$ cat config.mk
export PLATFORM = sky130hd
export DESIGN_NAME = multicycle_ctrl
export DESIGN_NICKNAME = d
export VERILOG_FILES = /design/src/rtl/mc_ctrl_pkg.sv /design/src/rtl/multicycle_ctrl_alu_decoder.sv /design/src/rtl/multicycle_ctrl.sv
export SDC_FILE = /design/constraint.sdc
export NUM_CORES = 1
export LEC_CHECK = 0
export CORE_MARGIN = 4
export CORE_UTILIZATION = 48
export CTS_CLUSTER_DIAMETER = 100
export DETAILED_ROUTE_END_ITERATION = 8
export GPL_TIMING_DRIVEN = 1
export PLACE_DENSITY = 0.84
export SLEW_MARGIN = 20
export SYNTH_ARGS = -nofsm -noshare
export SYNTH_HDL_FRONTEND = slang
export SYNTH_SLANG_ARGS = --single-unit
$ cat constraint.sdc
create_clock -name clk -period 2.79 [get_ports clk]
set_input_delay 0.558 -clock clk [delete_from_list [all_inputs] [get_ports clk]]
set_output_delay 0.558 -clock clk [all_outputs]
set_load 0.01 [all_outputs]
$ cat src/rtl/mc_ctrl_pkg.sv
// Shared types and encodings for the multicycle MIPS control unit.
// BNE_EN adds the bne opcode and its BNEEX state.
package mc_ctrl_pkg;

  localparam int STATE_BITS = 4;

  typedef enum logic [STATE_BITS-1:0] {
    FETCH   = 4'd0,
    DECODE  = 4'd1,
    MEMADR  = 4'd2,
    MEMRD   = 4'd3,
    MEMWB   = 4'd4,
    MEMWR   = 4'd5,
    EXECUTE = 4'd6,
    ALUWB   = 4'd7,
    BEQEX   = 4'd8,
    ADDIEX  = 4'd9,
    ADDIWB  = 4'd10,
    JEX     = 4'd11
`ifdef BNE_EN
    , BNEEX = 4'd12
`endif
  } state_t;

  localparam logic [5:0] OP_RTYPE = 6'b000000;
  localparam logic [5:0] OP_LW    = 6'b100011;
  localparam logic [5:0] OP_SW    = 6'b101011;
  localparam logic [5:0] OP_BEQ   = 6'b000100;
  localparam logic [5:0] OP_ADDI  = 6'b001000;
  localparam logic [5:0] OP_J     = 6'b000010;
`ifdef BNE_EN
  localparam logic [5:0] OP_BNE   = 6'b000101;
`endif

  localparam logic [5:0] F_ADD = 6'b100000;
  localparam logic [5:0] F_SUB = 6'b100010;
  localparam logic [5:0] F_AND = 6'b100100;
  localparam logic [5:0] F_OR  = 6'b100101;
  localparam logic [5:0] F_SLT = 6'b101010;

  localparam logic [1:0] ALUOP_ADD   = 2'b00;
  localparam logic [1:0] ALUOP_SUB   = 2'b01;
  localparam logic [1:0] ALUOP_FUNCT = 2'b10;

  localparam logic [2:0] ALU_AND = 3'b000;
  localparam logic [2:0] ALU_OR  = 3'b001;
  localparam logic [2:0] ALU_ADD = 3'b010;
  localparam logic [2:0] ALU_SUB = 3'b110;
  localparam logic [2:0] ALU_SLT = 3'b111;

  typedef struct packed {
    logic       pcwrite;
    logic       branch;
    logic       bnebranch;
    logic       memwrite;
    logic       irwrite;
    logic       regwrite;
    logic       alusrca;
    logic       iord;
    logic       memtoreg;
    logic       regdst;
    logic [1:0] alusrcb;
    logic [1:0] pcsrc;
    logic [1:0] aluop;
  } ctl_t;

  // Moore decode of the control word for one state; anything unlisted stays 0.
  function automatic ctl_t stateCtl(input state_t s);
    ctl_t c;
    c = '0;
    case (s)
      FETCH: begin
        c.irwrite = 1'b1;
        c.pcwrite = 1'b1;
        c.alusrcb = 2'b01;
      end
      DECODE:  c.alusrcb = 2'b11;
      MEMADR: begin
        c.alusrca = 1'b1;
        c.alusrcb = 2'b10;
      end
      MEMRD:   c.iord = 1'b1;
      MEMWB: begin
        c.memtoreg = 1'b1;
        c.regwrite = 1'b1;
      end
      MEMWR: begin
        c.iord     = 1'b1;
        c.memwrite = 1'b1;
      end
      EXECUTE: begin
        c.alusrca = 1'b1;
        c.aluop   = ALUOP_FUNCT;
      end
      ALUWB: begin
        c.regdst   = 1'b1;
        c.regwrite = 1'b1;
      end
      BEQEX: begin
        c.alusrca = 1'b1;
        c.aluop   = ALUOP_SUB;
        c.pcsrc   = 2'b01;
        c.branch  = 1'b1;
      end
`ifdef BNE_EN
      BNEEX: begin
        c.alusrca   = 1'b1;
        c.aluop     = ALUOP_SUB;
        c.pcsrc     = 2'b01;
        c.bnebranch = 1'b1;
      end
`endif
      ADDIEX: begin
        c.alusrca = 1'b1;
        c.alusrcb = 2'b10;
      end
      ADDIWB:  c.regwrite = 1'b1;
      JEX: begin
        c.pcsrc   = 2'b10;
        c.pcwrite = 1'b1;
      end
      default: c = '0;
    endcase
    return c;
  endfunction

endpackage

$ cat src/rtl/multicycle_ctrl_alu_decoder.sv
// Combinational ALU decoder: maps aluop and funct onto the ALU operation code.
module alu_decoder
  import mc_ctrl_pkg::*;
(
  input  logic [1:0] aluop,
  input  logic [5:0] funct,
  output logic [2:0] alucontrol
);

  always_comb begin
    alucontrol = ALU_ADD;
    case (aluop)
      ALUOP_SUB: alucontrol = ALU_SUB;
      ALUOP_FUNCT: begin
        case (funct)
          F_ADD:   alucontrol = ALU_ADD;
          F_SUB:   alucontrol = ALU_SUB;
          F_AND:   alucontrol = ALU_AND;
          F_OR:    alucontrol = ALU_OR;
          F_SLT:   alucontrol = ALU_SLT;
          default: alucontrol = ALU_ADD;
        endcase
      end
      default: alucontrol = ALU_ADD;
    endcase
  end

endmodule

$ cat src/rtl/multicycle_ctrl.sv
// Main control FSM of the multicycle MIPS core with registered control word.
// Define BNE_EN to add the bne instruction.
module multicycle_ctrl
  import mc_ctrl_pkg::*;
#(
  parameter int STATE_W = 4
) (
  input  logic       clk,
  input  logic       reset,
  input  logic [5:0] op,
  input  logic [5:0] funct,
  input  logic       zero,
  output logic       pcen,
  output logic       memwrite,
  output logic       irwrite,
  output logic       regwrite,
  output logic       alusrca,
  output logic       iord,
  output logic       memtoreg,
  output logic       regdst,
  output logic [1:0] alusrcb,
  output logic [1:0] pcsrc,
  output logic [2:0] alucontrol,
  output logic       illegal
);

  logic [STATE_W-1:0] state;
  state_t cur, nxt;
  ctl_t   ctlq, ctl;
  logic   stateok, opok, wren;

  always_comb begin
    cur     = state_t'(state[STATE_BITS-1:0]);
    stateok = 1'b0;
    case (cur)
      FETCH, DECODE, MEMADR, MEMRD, MEMWB, MEMWR, EXECUTE, ALUWB,
      BEQEX, ADDIEX, ADDIWB, JEX
`ifdef BNE_EN
      , BNEEX
`endif
      : stateok = ((state >> STATE_BITS) == '0);
      default: stateok = 1'b0;
    endcase
  end

  always_comb begin
    opok = 1'b0;
    case (op)
      OP_RTYPE, OP_LW, OP_SW, OP_BEQ, OP_ADDI, OP_J
`ifdef BNE_EN
      , OP_BNE
`endif
      : opok = 1'b1;
      default: opok = 1'b0;
    endcase
  end

  // Unsupported opcodes fall straight back to FETCH and behave as a NOP.
  always_comb begin
    nxt = FETCH;
    if (stateok) begin
      case (cur)
        FETCH: nxt = DECODE;
        DECODE: begin
          case (op)
            OP_RTYPE:     nxt = EXECUTE;
            OP_LW, OP_SW: nxt = MEMADR;
            OP_BEQ:       nxt = BEQEX;
            OP_ADDI:      nxt = ADDIEX;
            OP_J:         nxt = JEX;
`ifdef BNE_EN
            OP_BNE:       nxt = BNEEX;
`endif
            default:      nxt = FETCH;
          endcase
        end
        MEMADR:  nxt = (op == OP_SW) ? MEMWR : MEMRD;
        MEMRD:   nxt = MEMWB;
        EXECUTE: nxt = ALUWB;
        ADDIEX:  nxt = ADDIWB;
        default: nxt = FETCH;
      endcase
    end
  end

  // The control word is registered alongside the state so outputs come from flops.
  always_ff @(posedge clk) begin
    if (!reset) begin
      state <= STATE_W'(FETCH);
      ctlq  <= stateCtl(FETCH);
    end else begin
      state <= STATE_W'(nxt);
      ctlq  <= stateCtl(nxt);
    end
  end

  always_comb begin
    ctl      = reset ? ctlq : stateCtl(FETCH);
    wren     = reset & stateok;
    pcen     = wren & (ctl.pcwrite | (ctl.branch & zero) | (ctl.bnebranch & ~zero));
    memwrite = wren & ctl.memwrite;
    irwrite  = wren & ctl.irwrite;
    regwrite = wren & ctl.regwrite;
    illegal  = wren & (cur == DECODE) & ~opok;
    alusrca  = ctl.alusrca;
    iord     = ctl.iord;
    memtoreg = ctl.memtoreg;
    regdst   = ctl.regdst;
    alusrcb  = ctl.alusrcb;
    pcsrc    = ctl.pcsrc;
  end

  alu_decoder u_alu_decoder (
    .aluop      (ctl.aluop),
    .funct      (funct),
    .alucontrol (alucontrol)
  );

endmodule

[Yosys cells after proc, flatten, opt, wreduce, memory -nomap -nowiden]
Index checks and enable logic that the tools add are counted.
Word-level totals
  latch bits: 0
  memory bits (writable): 0
  memory bits (read-only): 0
  register bits: 20
  logic and storage cells: 92
  output and inout bits: 16
  input bits: 15
  memories kept: 0
Cells by class
  shift operators: 0
  multiply operators: 0
  bitwise gates (word level): 13
  mux-type cells: 21
  magnitude comparators: 0
  reduce and logical (&&, ||, !) cells: 11
  add/subtract/negate cells: 0
  divide/modulo/power cells: 0
  equality and inequality tests: 33
Operators with widths (count)
  == test 6 bit (second input constant): 6
  == test 4 x 3 -> 1 bit (second input constant): 8
  == test 4 bit (second input constant): 8
  case mux 4 bit (6 select lines): 1
  case mux 4 bit (5 select lines): 1
  == test 4 x 2 -> 1 bit (second input constant): 4
  2-to-1 mux 16 bit: 1
  case mux 3 bit (4 select lines): 1
  OR reduction 12 bit: 1
  2-to-1 mux 1 bit: 11
  bitwise AND 1 bit: 9
  == test 4 x 1 -> 1 bit (second input constant): 2
  zero test 4 bit: 2
  case mux 2 bit (2 select lines): 2
  OR reduction 2 bit: 4
  == test 6 x 2 -> 1 bit (second input constant): 1
  == test 6 x 3 -> 1 bit (second input constant): 1
  == test 6 x 4 -> 1 bit (second input constant): 1
  zero test 6 bit: 1
  case mux 2 bit (3 select lines): 1
  case mux 3 bit (2 select lines): 1
  OR reduction 6 bit: 1
  2-to-1 mux 4 bit: 1
  OR reduction 4 bit: 1
  6 further kinds: 8

[Depth between registers and ports, before layout]
Gate-level depths: netlist of the first run.
  word-level depth: 8
  gate-level depth with buffers: 7
  depth with buffers taken out: 5

[Modules after synthesis]
Synthesis of the first run repeated with hierarchy kept, for this count alone.
Unflattened totals
  cells, all modules: 127
  area total of the unflattened synthesis: 1091.0 µm²
Modules (own cells, without submodules)
  multicycle_ctrl: instances 1, cells each 112, seq. area each 360.3 µm², area an instance 972.2 µm²
  alu_decoder: instances 1, cells each 15, seq. area each 0.0 µm², area an instance 118.9 µm²

[Least setup slack after synthesis of the first run]
No wires, ideal clock.
  path type: input to register
  from: input op[3]
  to: register ctlq[8] (netlist name)
  buffers on the path: 2
  slack: 0.696 ns
  required time: 2.717 ns
  data arrival time: 2.021 ns
  stages on the path: 7
  library setup time: 0.073 ns
  path through: buf_6 -> nor4_2 -> a31oi_1 -> a2111o_1 -> buf_6 -> or4_4 -> o22ai_2
Between the ends
  word-level cells in the longest chain between the ends: 8
  elaborated cells between the ends (all ways): 15
  classes of those cells: eq/ne (7); mux (5); reduce/logical (3)
RTL lines
  start: declaration: RTL line multicycle_ctrl.sv:10  | input logic [5:0] op,
  == test 6 bit, on equally long branches: RTL line multicycle_ctrl.sv:65, multicycle_ctrl.sv:77
  OR reduction 2 bit: RTL line multicycle_ctrl.sv:65  | case (op)
  case mux 4 bit (5 select lines): RTL line multicycle_ctrl.sv:65
  case mux 4 bit (6 select lines) (*): RTL line multicycle_ctrl.sv:62  | case (cur)
  2-to-1 mux 4 bit (*): RTL line multicycle_ctrl.sv:61  | if (stateok) begin
  == test 4 x 3 -> 1 bit or == test 4 x 2 -> 1 bit (tied branches): RTL line mc_ctrl_pkg.sv:71  | case (s)
  OR reduction 2 bit (no line) (*)
  2-to-1 mux 1 bit (*): RTL line mc_ctrl_pkg.sv:71
  end signal: assignment: RTL line multicycle_ctrl.sv:90  | ctlq <= stateCtl(FETCH);
  end signal: assignment: RTL line multicycle_ctrl.sv:93  | ctlq <= stateCtl(nxt);
  end: declaration: RTL line multicycle_ctrl.sv:29  | ctl_t ctlq, ctl;
Mark *: on every way between the ends. The rest lies on a longest branch, timed or not.
A chain may end at the register's enable or synchronous reset.

[Final worst setup path of the first run]
  from: input funct[2]
  to: output alucontrol[1]
Between the ends
  word-level cells in the longest chain between the ends: 3
  elaborated cells between the ends (all ways): 6
  classes of those cells: eq/ne (4); mux (2)
RTL lines
  start: declaration: RTL line multicycle_ctrl.sv:11  | input logic [5:0] funct,
  == test 6 bit: RTL line multicycle_ctrl_alu_decoder.sv:15  | case (funct)
  case mux 3 bit (4 select lines) (*): RTL line multicycle_ctrl_alu_decoder.sv:15
  case mux 3 bit (2 select lines) (*): RTL line multicycle_ctrl_alu_decoder.sv:12  | case (aluop)
  end: declaration: RTL line multicycle_ctrl.sv:23  | output logic [2:0] alucontrol,
Marked as above.

==> impl_results.md, run 1 <==
- Design Power: 0.4884 mW
- # clock sinks: 17
- Core area: 0.001802 mm2
- Max-cap violations: 0
- Post-synth EDFFs: 0
- Top-count cell post-synth: dfxtp_1
- Final HPWL DP: 2.089 mm
- Slew HR: 0.6129
- Ys async rst share: 0
- Hold_buf cts: 0
- Hold_ws: 0.6114 ns
- Avg WL per Cell: 14.29 um
- Syn Nets: around 130
- Initial DRC Count: 40
- Non-Filler Instances: ~180
- Number of top-level pins: 31
- Root buffer cell: clkbuf_4
- Register bit total from synthesis: 17
- Synth area leader: dfxtp_1
- WP data required: 2.23 ns
- Mapped Area: 954.7 um2
- Vias in the first global route: 965
- P_leak: 0.6070 nW
- Max-slew violations: 0
- Clk_lat worst skew: 0.29 ns
- Peak supply drop: 0.0003583 V
- CTS tree: built
- Worst Path Max Fanout: 2
- Setup WS pre-CTS: -0.1474 ns
- PnR worst setup slack: about 0.066 ns
- Post-synth top cells: dfxtp_1, and2_1, nand2_1, nor2_1, inv_1
- DRC Markers: 0
- # diodes: 0
- Fmax: 367.2 MHz
- Hold Violations, Final: 0
- FF-to-FF setup slack: 0.79 ns
- Fraction of layout cells with a size suffix above 1: 0.1603
- Cell area after layout: around 0.0014 mm2
- Post-Place Cell Area: roughly 0.0014 mm2
- Post-detailed-route via-to-cell ratio: 5.641
- Predominant post-synthesis flop cell: dfxtp_1
- Final setup fails: 0
- Final #Nets: ~170
- Initial antenna violation count: 0
- All-Layer GR Usage: 0.1998
- RD Place Congestion: 0.8934
- Cts bufs inserted: 3
- Row count: 15
- Clock buffer depth: 2
- Total Wirelength: about 2.6 mm
- Chip width: roughly 53 um
- Outcome: finished clean
- Worst slew pin tran: ~0.58 ns
- Cells after DPL: 177
- Pwr dens: 350.7 mW/mm2
- Top post-synthesis cells by area: dfxtp_1, and2_1, nand2_1, nor2_1, inv_1
- Starting density of the core: 0.5299
- Layout area overhead: 45.87%
- Fin crit period: 2.724 ns
- Number of port buffers: 30
- Clk slew on worst S/H paths: 0.10 ns
- 1st-pass router iterations: 4
- H-tree Lvls: 1
- Antenna viol nets, final: 0
- Mean Syn Cell Area: 8.524 um2
- Period utilization: 0.9762
- Hold crit path type: register to register
- Critical path class: primary input to output pin
- DR vias: 1,021
- Clock skew: roughly 0.0018 ns
- Grt ovf: 0
- Post-synthesis sequential area ratio: 0.3565
- Top-area cell type share of the netlist area: 0.3565
- Worst Path Arrival: 2.17 ns
- Crit path launch type: primary input
- Largest net degree at the start of global routing: 11
- CP Capture Type: output pin
- Cells after synthesis: approximately 110
- Global-route wire length before repair: 4.119 mm
- Unique masters post-synth: 44
- Die ar.: 0.002766 mm2
- Warnings from Yosys: 0
- Die height: 52.60 um
- RSZ-0062 raised after global routing: true
==> final cells by class <==
cell class / instances / area [um2]
Clock buffer: 3 / 22.52
Clock inverter: 1 / 5.005
Fill cell: 133 / 409.1
Inverter: 7 / 26.28
Multi-Input combinational cell: 84 / 558.0
Sequential cell: 17 / 341.6
Tap cell: 25 / 31.28
Timing Repair Buffer: 44 / 407.9
==> critical path, cell delays in order <==
cell and delay [ns]:
clkdlybuf4s50_1 0.48, nor3b_1 0.26, nand2_1 0.10, a211o_1 0.30, clkdlybuf4s50_1 0.47
==> stage by stage <==
stage / utilization / TNS [ns]
3_5_place_dp: 0.7556 / -0.2621
2_1_floorplan: - / 0
5_1_grt: 0.7729 / -0.08415
3_3_place_gp: 0.7556 / -0.1509
6_report: 0.7729 / 0
4_1_cts: 0.7694 / 0
==> per-layer routing <==
layer | global-route usage | share of wire | wire length (um) | vias to the layer above
li1 | - | - | - | 494
met1 | 0.2365 | 0.40 | 1039 | 461
met2 | 0.3595 | 0.49 | 1258 | 58
met3 | 0.04558 | 0.094 | 243 | 8
met4 | 0.04681 | 0.018 | 46 | 0
met5 | 0 | 0 | 0 | -
==> path summary, 6_finish.rpt <==
path                            startpoint            end  cells past startpoint
worst max register to register      cur[2]       ctlq[15]                      5
worst min register to register      cur[3]       ctlq[10]                      2
worst min-delay path                cur[3]       ctlq[10]                      2
worst max-delay path              funct[2]  alucontrol[1]                      5
==> what timing repair did <==
item,in CTS,in global routing
buffers inserted,0,0
resized for setup,2,3
setup endpoints to repair,4,3
==> sequential cells by signal, summed over array words and instances (netlist names) <==
signal  cells
cur         4
ctlq       13
==> kinds of logic after synthesis <==
logic type	share of synthesized area
and+or+nand+nor	0.3250
AOI/OAI and AO/OA	0.2058
DFF	0.3565
buffers and inverters	0.05898
xor gates and xnor gates	0.02753
adders and majority gates	0.02621
==> power by group <==
part / switching, mW / internal (mW)
sequential: 0.00472 / 0.250
combinational: 0.0469 / 0.0546
clock: 0.0787 / 0.0533
total: 0.130 / 0.358
==> placed cells by master, fill, tap and decap left out, types with 2 or more instances in the layout <==
cell,instances
clkdlybuf4s50_1,26
dfxtp_1,16
buf_4,14
and2_1,10
nand2_1,9
nor2_1,9
inv_1,7
nor3_1,5
a21oi_1,4
nor3b_1,3
nand2b_1,3
clkbuf_4,3
nor2b_1,2
a31oi_1,2
xor2_1,2
o21ai_0,2
o211a_1,2
o31ai_1,2
nand3_1,2
ha_1,2
dlymetal6s2s_1,2
dlygate4sd2_1,2
Power figures use the tool's default switching activity.
==> run 2: changes to the inputs <==
Settings changed: CAP_MARGIN from default to 10.
==> results of run 2 <==
The final DEF is identical to that of run 1; final timing and power are the same.
